$ cat config.mk
export PLATFORM = sky130hd
export DESIGN_NAME = axi_wr_arbiter
export DESIGN_NICKNAME = d
export VERILOG_FILES = /design/src/rtl/axi_arb_pkg.sv /design/src/rtl/arb_idx_fifo.sv /design/src/rtl/axi_wr_arbiter.sv
export SDC_FILE = /design/constraint.sdc
export NUM_CORES = 1
export LEC_CHECK = 0
export ABC_AREA = 1
export CORE_AREA = 2 2 141 143
export CTS_CLUSTER_SIZE = 12
export DETAILED_ROUTE_END_ITERATION = 7
export DIE_AREA = 0 0 143 145
export REMOVE_ABC_BUFFERS = 1
export SLEW_MARGIN = 20
export SYNTH_ARGS = -nofsm -noshare
export SYNTH_HDL_FRONTEND = slang
export SYNTH_SLANG_ARGS = --single-unit
$ cat constraint.sdc
create_clock -name clk -period 3.5 [get_ports clk]
set_input_delay 0.35 -clock clk [delete_from_list [all_inputs] [get_ports clk]]
set_output_delay 0.35 -clock clk [all_outputs]
set_load 0.01 [all_outputs]
$ cat src/rtl/axi_arb_pkg.sv
// Shared types and helpers for the AXI write-port arbiter.
package axi_arb_pkg;

    // Arbiter FSM: waiting for a request, or forwarding the granted master's write
    typedef enum logic {
        IDLE = 1'b0,
        XFER = 1'b1
    } arb_state_e;

    // Master index storage width, sized for the largest supported N_MST (8)
    localparam int unsigned MST_IDX_W = 3;

    typedef logic [MST_IDX_W-1:0] mst_idx_t;

    // Index width that stays at least one bit wide for n <= 1
    function automatic int unsigned idx_w(input int unsigned n);
        return (n <= 1) ? 1 : $clog2(n);
    endfunction

endpackage

$ cat src/rtl/arb_idx_fifo.sv
// In-order FIFO of granted master indices; the head selects the B-response owner.
module arb_idx_fifo
    import axi_arb_pkg::*;
#(
    parameter int unsigned DEPTH = 4
) (
    input  logic                     clk,
    input  logic                     rst,
    input  logic                     push,
    input  mst_idx_t                 push_idx,
    input  logic                     pop,
    output mst_idx_t                 head_idx,
    output logic                     empty,
    output logic                     full,
    output logic [$clog2(DEPTH):0]   count
);

    localparam int unsigned PTR_W = idx_w(DEPTH);
    localparam int unsigned CNT_W = $clog2(DEPTH) + 1;

    mst_idx_t           r_mem [DEPTH];
    logic [PTR_W-1:0]   r_wr_ptr;
    logic [PTR_W-1:0]   r_rd_ptr;
    logic [CNT_W-1:0]   r_count;
    logic               w_push;
    logic               w_pop;

    function automatic logic [PTR_W-1:0] next_ptr(input logic [PTR_W-1:0] p);
        return (p == PTR_W'(DEPTH - 1)) ? '0 : p + PTR_W'(1);
    endfunction

    assign w_push   = push & ~full;
    assign w_pop    = pop & ~empty;
    assign empty    = (r_count == '0);
    assign full     = (r_count == CNT_W'(DEPTH));
    assign count    = r_count;
    assign head_idx = r_mem[r_rd_ptr];

    // Storage write; contents need no reset since occupancy is tracked separately
    always_ff @(posedge clk) begin
        if (w_push) begin
            r_mem[r_wr_ptr] <= push_idx;
        end
    end

    // Pointer and occupancy tracking; simultaneous push and pop keep the count
    always_ff @(posedge clk or posedge rst) begin
        if (rst) begin
            r_wr_ptr <= '0;
            r_rd_ptr <= '0;
            r_count  <= '0;
        end else begin
            if (w_push) begin
                r_wr_ptr <= next_ptr(r_wr_ptr);
            end
            if (w_pop) begin
                r_rd_ptr <= next_ptr(r_rd_ptr);
            end
            case ({w_push, w_pop})
                2'b10:   r_count <= r_count + CNT_W'(1);
                2'b01:   r_count <= r_count - CNT_W'(1);
                default: r_count <= r_count;
            endcase
        end
    end

endmodule

$ cat src/rtl/axi_wr_arbiter.sv
// Round-robin arbiter sharing one AXI-like write port among N_MST masters.
// The grant is held until both the AW handshake and the wlast beat complete;
// B responses are routed back through an in-order FIFO of master indices.
module axi_wr_arbiter
    import axi_arb_pkg::*;
#(
    parameter int unsigned N_MST     = 4,
    parameter int unsigned MAX_OUTST = 4,
    parameter int unsigned ADDR_W    = 32,
    parameter int unsigned DATA_W    = 32
) (
    input  logic                          clk,
    input  logic                          rst,
    input  logic [N_MST-1:0]              m_awvalid,
    input  logic [N_MST*ADDR_W-1:0]       m_awaddr,
    output logic [N_MST-1:0]              m_awready,
    input  logic [N_MST-1:0]              m_wvalid,
    input  logic [N_MST*DATA_W-1:0]       m_wdata,
    input  logic [N_MST-1:0]              m_wlast,
    output logic [N_MST-1:0]              m_wready,
    output logic [N_MST-1:0]              m_bvalid,
    input  logic [N_MST-1:0]              m_bready,
    output logic                          s_awvalid,
    output logic [ADDR_W-1:0]             s_awaddr,
    input  logic                          s_awready,
    output logic                          s_wvalid,
    output logic [DATA_W-1:0]             s_wdata,
    output logic                          s_wlast,
    input  logic                          s_wready,
    input  logic                          s_bvalid,
    output logic                          s_bready,
    output logic                          grant_valid,
    output logic [$clog2(N_MST)-1:0]      grant_idx,
    output logic [$clog2(MAX_OUTST):0]    outst_cnt,
    output logic                          err_unexp_b
);

    localparam int unsigned IDX_W = $clog2(N_MST);
    localparam int unsigned CNT_W = $clog2(MAX_OUTST) + 1;

    arb_state_e         r_state;
    logic               r_grant_valid;
    logic [IDX_W-1:0]   r_grant_idx;
    logic [IDX_W-1:0]   r_rr_ptr;
    logic               r_aw_done;
    logic               r_w_done;
    logic               r_err_unexp_b;

    logic [IDX_W:0]     w_pick;
    logic [IDX_W-1:0]   w_win;
    logic               w_arb_go;
    logic               w_aw_hs;
    logic               w_wlast_hs;
    logic               w_pop;
    mst_idx_t           w_fifo_head;
    logic [IDX_W-1:0]   w_head;
    logic               w_fifo_empty;
    logic               w_fifo_full;
    logic [CNT_W-1:0]   w_fifo_count;

    // First requester at or after ptr, wrapping; returns {found, index}
    function automatic logic [IDX_W:0] rr_pick(input logic [N_MST-1:0] req,
                                               input logic [IDX_W-1:0] ptr);
        int unsigned    k;
        logic [IDX_W:0] res;
        res = '0;
        for (int unsigned i = 0; i < N_MST; i++) begin
            k = 32'(ptr) + i;
            if (k >= N_MST) begin
                k = k - N_MST;
            end
            if (!res[IDX_W] && req[IDX_W'(k)]) begin
                res = {1'b1, IDX_W'(k)};
            end
        end
        return res;
    endfunction

    assign w_pick     = rr_pick(m_awvalid, r_rr_ptr);
    assign w_win      = w_pick[IDX_W-1:0];
    assign w_arb_go   = (r_state == IDLE) & w_pick[IDX_W] & ~w_fifo_full;
    assign w_aw_hs    = s_awvalid & s_awready;
    assign w_wlast_hs = s_wvalid & s_wready & s_wlast;
    assign w_pop      = s_bvalid & s_bready;
    assign w_head     = IDX_W'(w_fifo_head);

    // Forward AW and W of the granted master; everything idles without a grant
    always_comb begin
        s_awvalid = 1'b0;
        s_awaddr  = '0;
        s_wvalid  = 1'b0;
        s_wdata   = '0;
        s_wlast   = 1'b0;
        m_awready = '0;
        m_wready  = '0;
        for (int i = 0; i < N_MST; i++) begin
            if (r_grant_valid && (r_grant_idx == IDX_W'(i))) begin
                s_awvalid    = m_awvalid[i] & ~r_aw_done;
                s_awaddr     = m_awaddr[i*ADDR_W +: ADDR_W];
                s_wvalid     = m_wvalid[i] & ~r_w_done;
                s_wdata      = m_wdata[i*DATA_W +: DATA_W];
                s_wlast      = m_wlast[i];
                m_awready[i] = s_awready & ~r_aw_done;
                m_wready[i]  = s_wready & ~r_w_done;
            end
        end
    end

    // Route B to the master at the FIFO head; stray responses are not accepted
    always_comb begin
        m_bvalid = '0;
        s_bready = 1'b0;
        if (!w_fifo_empty) begin
            m_bvalid[w_head] = s_bvalid;
            s_bready         = m_bready[w_head];
        end
    end

    // Grant FSM: arbitrate in IDLE, hold the grant until AW and last W are both done
    always_ff @(posedge clk or posedge rst) begin
        if (rst) begin
            r_state       <= IDLE;
            r_grant_valid <= 1'b0;
            r_grant_idx   <= '0;
            r_rr_ptr      <= '0;
            r_aw_done     <= 1'b0;
            r_w_done      <= 1'b0;
        end else begin
            case (r_state)
                IDLE: begin
                    if (w_arb_go) begin
                        r_state       <= XFER;
                        r_grant_valid <= 1'b1;
                        r_grant_idx   <= w_win;
                        r_aw_done     <= 1'b0;
                        r_w_done      <= 1'b0;
                        r_rr_ptr      <= (w_win == IDX_W'(N_MST - 1)) ? '0 : w_win + IDX_W'(1);
                    end
                end
                XFER: begin
                    r_aw_done <= r_aw_done | w_aw_hs;
                    r_w_done  <= r_w_done | w_wlast_hs;
                    if ((r_aw_done | w_aw_hs) && (r_w_done | w_wlast_hs)) begin
                        r_state       <= IDLE;
                        r_grant_valid <= 1'b0;
                    end
                end
                default: r_state <= IDLE;
            endcase
        end
    end

    // Sticky flag for a B response arriving with nothing outstanding
    always_ff @(posedge clk or posedge rst) begin
        if (rst) begin
            r_err_unexp_b <= 1'b0;
        end else if (s_bvalid && w_fifo_empty) begin
            r_err_unexp_b <= 1'b1;
        end
    end

    arb_idx_fifo #(
        .DEPTH    (MAX_OUTST)
    ) u_idx_fifo (
        .clk      (clk),
        .rst      (rst),
        .push     (w_aw_hs),
        .push_idx (MST_IDX_W'(r_grant_idx)),
        .pop      (w_pop),
        .head_idx (w_fifo_head),
        .empty    (w_fifo_empty),
        .full     (w_fifo_full),
        .count    (w_fifo_count)
    );

    assign grant_valid = r_grant_valid;
    assign grant_idx   = r_grant_idx;
    assign outst_cnt   = w_fifo_count;
    assign err_unexp_b = r_err_unexp_b;

endmodule

Word level (Yosys, flattened, before mapping)
Memory sizes are Yosys's and may differ from the RTL's. Cells that the tools add are included.

Reductions and logical operators: 18. Add/sub/neg operators: 12. Bitwise operators: 26. Muxes and demuxes: 65. $lt $le $gt $ge: 10. Equality and inequality tests: 11.

Operators with widths (count): $mux 32 (8); $mux 1 (34); $and 1x1->1 (18); $lt 2x3->1 const B (5); $mux 2 (7); $eq 2x2->1 const B (6); $mux 3 (4); $bmux 1 s2 (5); $logic_and 1x1->1 (10); $ge 3x3->1 const B (3); $pmux 1 s2 (4); $sub 2x1->2 const B (4); $add 2x1->2 const B (3); $add 2x2->3 const B (2); $pmux 3 s2 (1); $not 1->1 (5); $and 4x4->4 (1); $eq 2x1->1 const B (2); $mux 4 (1); $reduce_and 2->1 (2); $add 2x1->3 const B (1); $add 3x1->3 const B (1); $eq 3x3->1 const B (1); $ge 2x3->1 const B (1); other kinds (10) (13).

Register bits: 16. Bits of input ports: 277. Memories kept: 1. Memory bits (writable): 8.

Memory list: u_idx_fifo.r_mem (depth 4, bits a word 2, rd ports 1, clocked after Yosys merged registers in 0, wr ports 1, RTL line arb_idx_fifo.sv:21) `mst_idx_t r_mem [DEPTH];`.

Depth between registers and ports, before layout
Word-level depth: 18. Depth in mapped cells: 15.

Hierarchy
A second synthesis with hierarchy kept.

Cells, all modules: 563. Area total of the unflattened synthesis: 3570.9 um^2.

By module, submodules not included: axi_wr_arbiter (area an instance 2602.5 um^2, cells each 467, instances 1); arb_idx_fifo (area an instance 968.4 um^2, cells each 96, instances 1).

Least setup slack after synthesis
Ideal clock, no wire load.

Path kind: register to register. From: register r_grant_idx[0], in the netlist grant_idx[0]. To: register u_idx_fifo.r_count[2], in the netlist u_idx_fifo.count[2]. Clock period less this slack: 2.278 ns. Cell stages (with the launch flop): 16. Path buffers: 1. Required time: 3.369 ns. Arrival time: 2.147 ns. Path slack: 1.222 ns. Cell sequence: dfrtp_1 -> buf_2 -> inv_2 -> nor2_4 -> inv_2 -> nor2_1 -> nor2_1 -> nand3b_2 -> nor2_4 -> inv_2 -> ha_1 -> inv_1 -> fa_1 -> a21oi_1 -> o21ai_0 -> xor2_1.

Cells in the longest elaborated chain, start to end: 10. Elaborated cells between the ends (all ways): 18. Classes of those cells: eq/ne: 5; mux: 5; bitwise: 2; reduce/logical: 6.

RTL lines: from (decl) (RTL line axi_wr_arbiter.sv:43) `logic [IDX_W-1:0] r_grant_idx;`; from (signal assigned) (RTL line axi_wr_arbiter.sv:134) `r_grant_idx <= w_win;`; $logic_not 2->1 (RTL line axi_wr_arbiter.sv:97) `if (r_grant_valid && (r_grant_idx == IDX_W'(i))) begin`; $logic_and 1x1->1 (RTL line axi_wr_arbiter.sv:97); $mux 1 (3 in series) (RTL line axi_wr_arbiter.sv:97); $mux 1 * (RTL line axi_wr_arbiter.sv:97); $and 1x1->1 * (RTL line axi_wr_arbiter.sv:82) `assign w_aw_hs = s_awvalid & s_awready;`; $and 1x1->1 * (RTL line arb_idx_fifo.sv:32) `assign w_push = push & ~full;`; $eq 2x1->1 / $eq 2x2->1 (equally long branches) (RTL line arb_idx_fifo.sv:59) `case ({w_push, w_pop})`; $pmux 3 s2 / $reduce_bool 2->1 (equally long branches); to (signal assigned) (RTL line arb_idx_fifo.sv:60) `2'b10: r_count <= r_count + CNT_W'(1);`; to (signal assigned) (RTL line arb_idx_fifo.sv:61) `2'b01: r_count <= r_count - CNT_W'(1);`; to (signal assigned) (RTL line arb_idx_fifo.sv:62) `default: r_count <= r_count;`; to (decl) (RTL line arb_idx_fifo.sv:24) `logic [CNT_W-1:0] r_count;`.

Every way passes the cells marked *; elsewhere a longest branch is shown, timed or not. A chain may end at the register's enable or synchronous reset.

Worst setup path in the final report
From: register r_grant_idx[0], in the netlist grant_idx[0]. To: output port s_awaddr[16].

Cells in the longest elaborated chain, start to end: 6. Elaborated cells between the ends (all ways): 12. Classes of those cells: eq/ne: 3; mux: 4; reduce/logical: 5.

RTL lines: $logic_not 2->1 (RTL line axi_wr_arbiter.sv:97); $logic_and 1x1->1 (RTL line axi_wr_arbiter.sv:97); $mux 32 (3 in series) (RTL line axi_wr_arbiter.sv:97); $mux 32 * (RTL line axi_wr_arbiter.sv:97); to (decl) (RTL line axi_wr_arbiter.sv:24) `output logic [ADDR_W-1:0] s_awaddr,`.

Marks and branches as above.

==> flow_metrics.py <==
metrics = {
    "placed_design": {
        "place_area_um2": 7530,
        "post-place-cells": 1199,
        "place_congestion": 1.06,
        "portBuffers": 363,
        "hpwl_mm": 17.4,
    },
    "timing": {
        "skew_ps": 2.13,
        "min_period_over_period": 0.900,
        "hold_viol": 0,
        "whs_ps": 469,
        "rsz0062_at_grt": "no",
        "drv_slew": 0,
        "period_needed_ps": 3150,
        "fmax_mhz": 317,
        "slew-limit-headroom": 0.573,
        "tightest_slew_ps": 640,
        "setup_viol": 0,
    },
    "layout": {
        "area_delta_synth_final_pct": 110,
        "design_area_um2": 7650,
        "fin_cells": 1208,
        "finalNetCount": 1224,
        "drive_gt1_frac": 0.0469,
    },
    "drt": {
        "vias_per_cell": 4.52,
        "drtPass1Iterations": 4,
        "remaining_drc_errors": 0,
        "wire_per_inst_um": 17.8,
        "vias": 5457,
        "ant_nets": 0,
        "wirelength_mm": 21.5,
        "drtIter0Drc": 243,
    },
    "critical_path": {
        "worstSetupPathType": "flip-flop to output pin",
        "worstRegToRegCells": 14,
        "cp-end-kind": "output pin",
        "required_ps": 3150,
        "cp_cell_sequence": "nand3_2 > buf_4 > o2111ai_1 > clkdlybuf4s50_1",
        "slowest_delay_ps": 650,
        "arrival_ps": 2800,
        "cp_slowest_cell": "dfrtp_1",
        "critPathMaxFanout": 24,
        "critPathTopFamily": "buffers and inverters",
        "worst-path-buf-inv": 2,
        "crit_path_start_kind": "flip-flop",
        "cp_num_cells": 4,
    },
    "synth": {
        "syn_area_um2": 3650,
        "yosysSeqAreaShare": 0.176,
        "yosys_warnings": 0,
        "synth_top_area_cell": "nand3_1",
        "synth_top_area_frac": 0.204,
        "synth.distinct_cells": 37,
        "syn_inst": 607,
        "synth_area_per_cell_um2": 6.01,
        "ys_top_cells_by_area": "nand3_1 20%, o2111ai_1 15%, nand2_1 14%",
        "ys_seq_elements": 24,
    },
    "power": {
        "power_switching_mw": 2.64,
        "power.total_mw": 5.35,
        "p_int_mw": 2.71,
        "powerDensity_nw_per_um2": 699,
        "swShare": 0.494,
        "ir_drop_mv": 0.293,
        "p_clk_frac": 0.061,
        "p_seq_frac": 0.102,
        "power_leakage_nw": 3.15,
        "comb_power_share": 0.837,
    },
    "clock_network": {
        "cts.sinks": 24,
        "cts-root-buf": "clkbuf_16",
        "clk_path_buf_depth": 2,
        "post_cts_buffers": 0,
        "post_cts_resized": 0,
        "cts_hold_buf": 0,
        "clk_latency_ps": 260,
        "cts_tree": "built",
        "cts_buffers": 3,
        "clk_pin_slew_worst_paths_ps": 60,
        "ctsHtreeMaxLevel": 1,
    },
    "grt": {
        "overflow": 0,
        "grt_util_all_layers": 0.199,
        "antenna_found_initial": 8,
        "grt_pass1_wl_mm": 32.0,
        "first_global_vias": 5452,
        "grt_start_max_net_pins": 67,
    },
    "hold_path": {
        "holdCritPathClass": "input port to async pin",
    },
    "die": {
        "initial_core_util": 0.190,
        "dieArea_um2": 20700,
        "rows": 51,
        "io_pins": 364,
        "core_area_um2": 19200,
        "fp.dieW_um": 143,
        "die_h_um": 145,
    },
    "outcome": {
        "outcome": "complete, no violations",
    },
    "job": {
        "maxCapViolations": 0,
    },
}
-- layout by cell type, fill, tap and decap left out, drive strengths merged --
cell and count:
fa 1, and3 1, o211ai 1, xor2 1, o21ai 9, o2111ai 64
a21oi 4, nor2 31, nand4 3, bufinv 1, clkdlybuf4s50 363, nor3 5
buf 9, xnor2 2, clkbuf 3, nand2 147, dfrtp 16, ha 7
a21o 1, diode 5, nand3 152, nand3b 3, edfxtp 8, inv 105
and3b 1
-- layout make-up --
| class | instances | area [µm²] |
|---|---|---|
| repair buffers | 372 | 3750 |
| diodes | 5 | 12.5 |
| multi-input cells | 433 | 2410 |
| well taps | 265 | 332 |
| inverters | 105 | 397 |
| clock buffers | 3 | 75.1 |
| clock inverters | 1 | 30.0 |
| flip-flops and latches | 24 | 642 |
| fillers | 1982 | 11600 |
-- per-layer routing --
metal	track usage	routed length (µm)	vias to the layer above
met5	0	50	-
met4	0.0465	500	8
met2	0.335	10500	222
met3	0.0713	2120	36
li1	-	-	2744
met1	0.242	8320	2447
-- cells by family (layout without fill, tap and decap cells) --
group,count (synthesis),in the layout,synth area share
adder cells (fa/ha/maj),8,8,0.0295
buffers and inverters,150,481,0.167
AND/OR/NAND/NOR,343,343,0.442
flip-flops,24,24,0.176
XOR/XNOR,3,3,0.00721
AO/OA/AOI/OAI,79,79,0.178
other,0,5,0
-- worst register-to-register path: cells and delay by family (launching register included) --
kind | cells | cell delay [ps]
xor+xnor | 1 | 150
buf+inv | 4 | 600
fa+ha+maj | 2 | 520
simple gates | 5 | 570
flops | 1 | 650
compound gates | 2 | 250
-- power by group through the flow --
stage | Combinational [mW] | Clock, mW | Sequential (mW)
after detailed placement | 4.51 | 0 | 0.554
after global routing | 4.85 | 0.347 | 0.570
after floorplan | 2.09 | 0 | 0.578
final | 4.47 | 0.325 | 0.548
after global placement | 4.47 | 0 | 0.549
after CTS | 4.52 | 0.332 | 0.549
-- synthesized netlist by cell type (all sizes together) --
master / instances
buf: 33
and3: 1
and3b: 1
dfrtp: 16
o211ai: 1
nand3b: 3
o2111ai: 64
fa: 1
nand2: 147
clkbuf: 12
o21ai: 9
edfxtp: 8
nand4: 3
xor2: 1
a21o: 1
inv: 105
nand3: 152
xnor2: 2
a21oi: 4
nor3: 5
ha: 7
nor2: 31
-- per-stage QoR --
stage	TNS, ps	setup WS [ps]	utilization
2_1_floorplan	-40770	-598	-
3_3_place_gp	0	672	0.392
6_report	0	350	0.398
4_1_cts	0	354	0.397
5_1_grt	0	175	0.398
3_5_place_dp	0	642	0.392
-- sequential cells by signal, indices dropped and copies added, names as in the netlist --
signal	flops
err_unexp_b	1
u_idx_fifo.count	3
r_w_done	1
u_idx_fifo.r_rd_ptr	2
r_rr_ptr	2
grant_idx	2
u_idx_fifo.r_wr_ptr	2
r_aw_done	1
u_idx_fifo.r_mem	8
grant_valid	1
r_state	1
-- final timing paths --
| path | startpoint | endpoint | slack (ps) |
|---|---|---|---|
| min | rst | u_idx_fifo.count[1] | 470 |
| max reg2reg | grant_idx[0] | u_idx_fifo.count[2] | 640 |
| max | grant_idx[0] | s_awaddr[16] | 350 |
| min reg2reg | err_unexp_b | err_unexp_b | 480 |
| min in group clk | err_unexp_b | err_unexp_b | 480 |
| max in group asynchronous | rst | grant_valid | 2580 |
No activity file was read; power rests on OpenSTA's default activity.
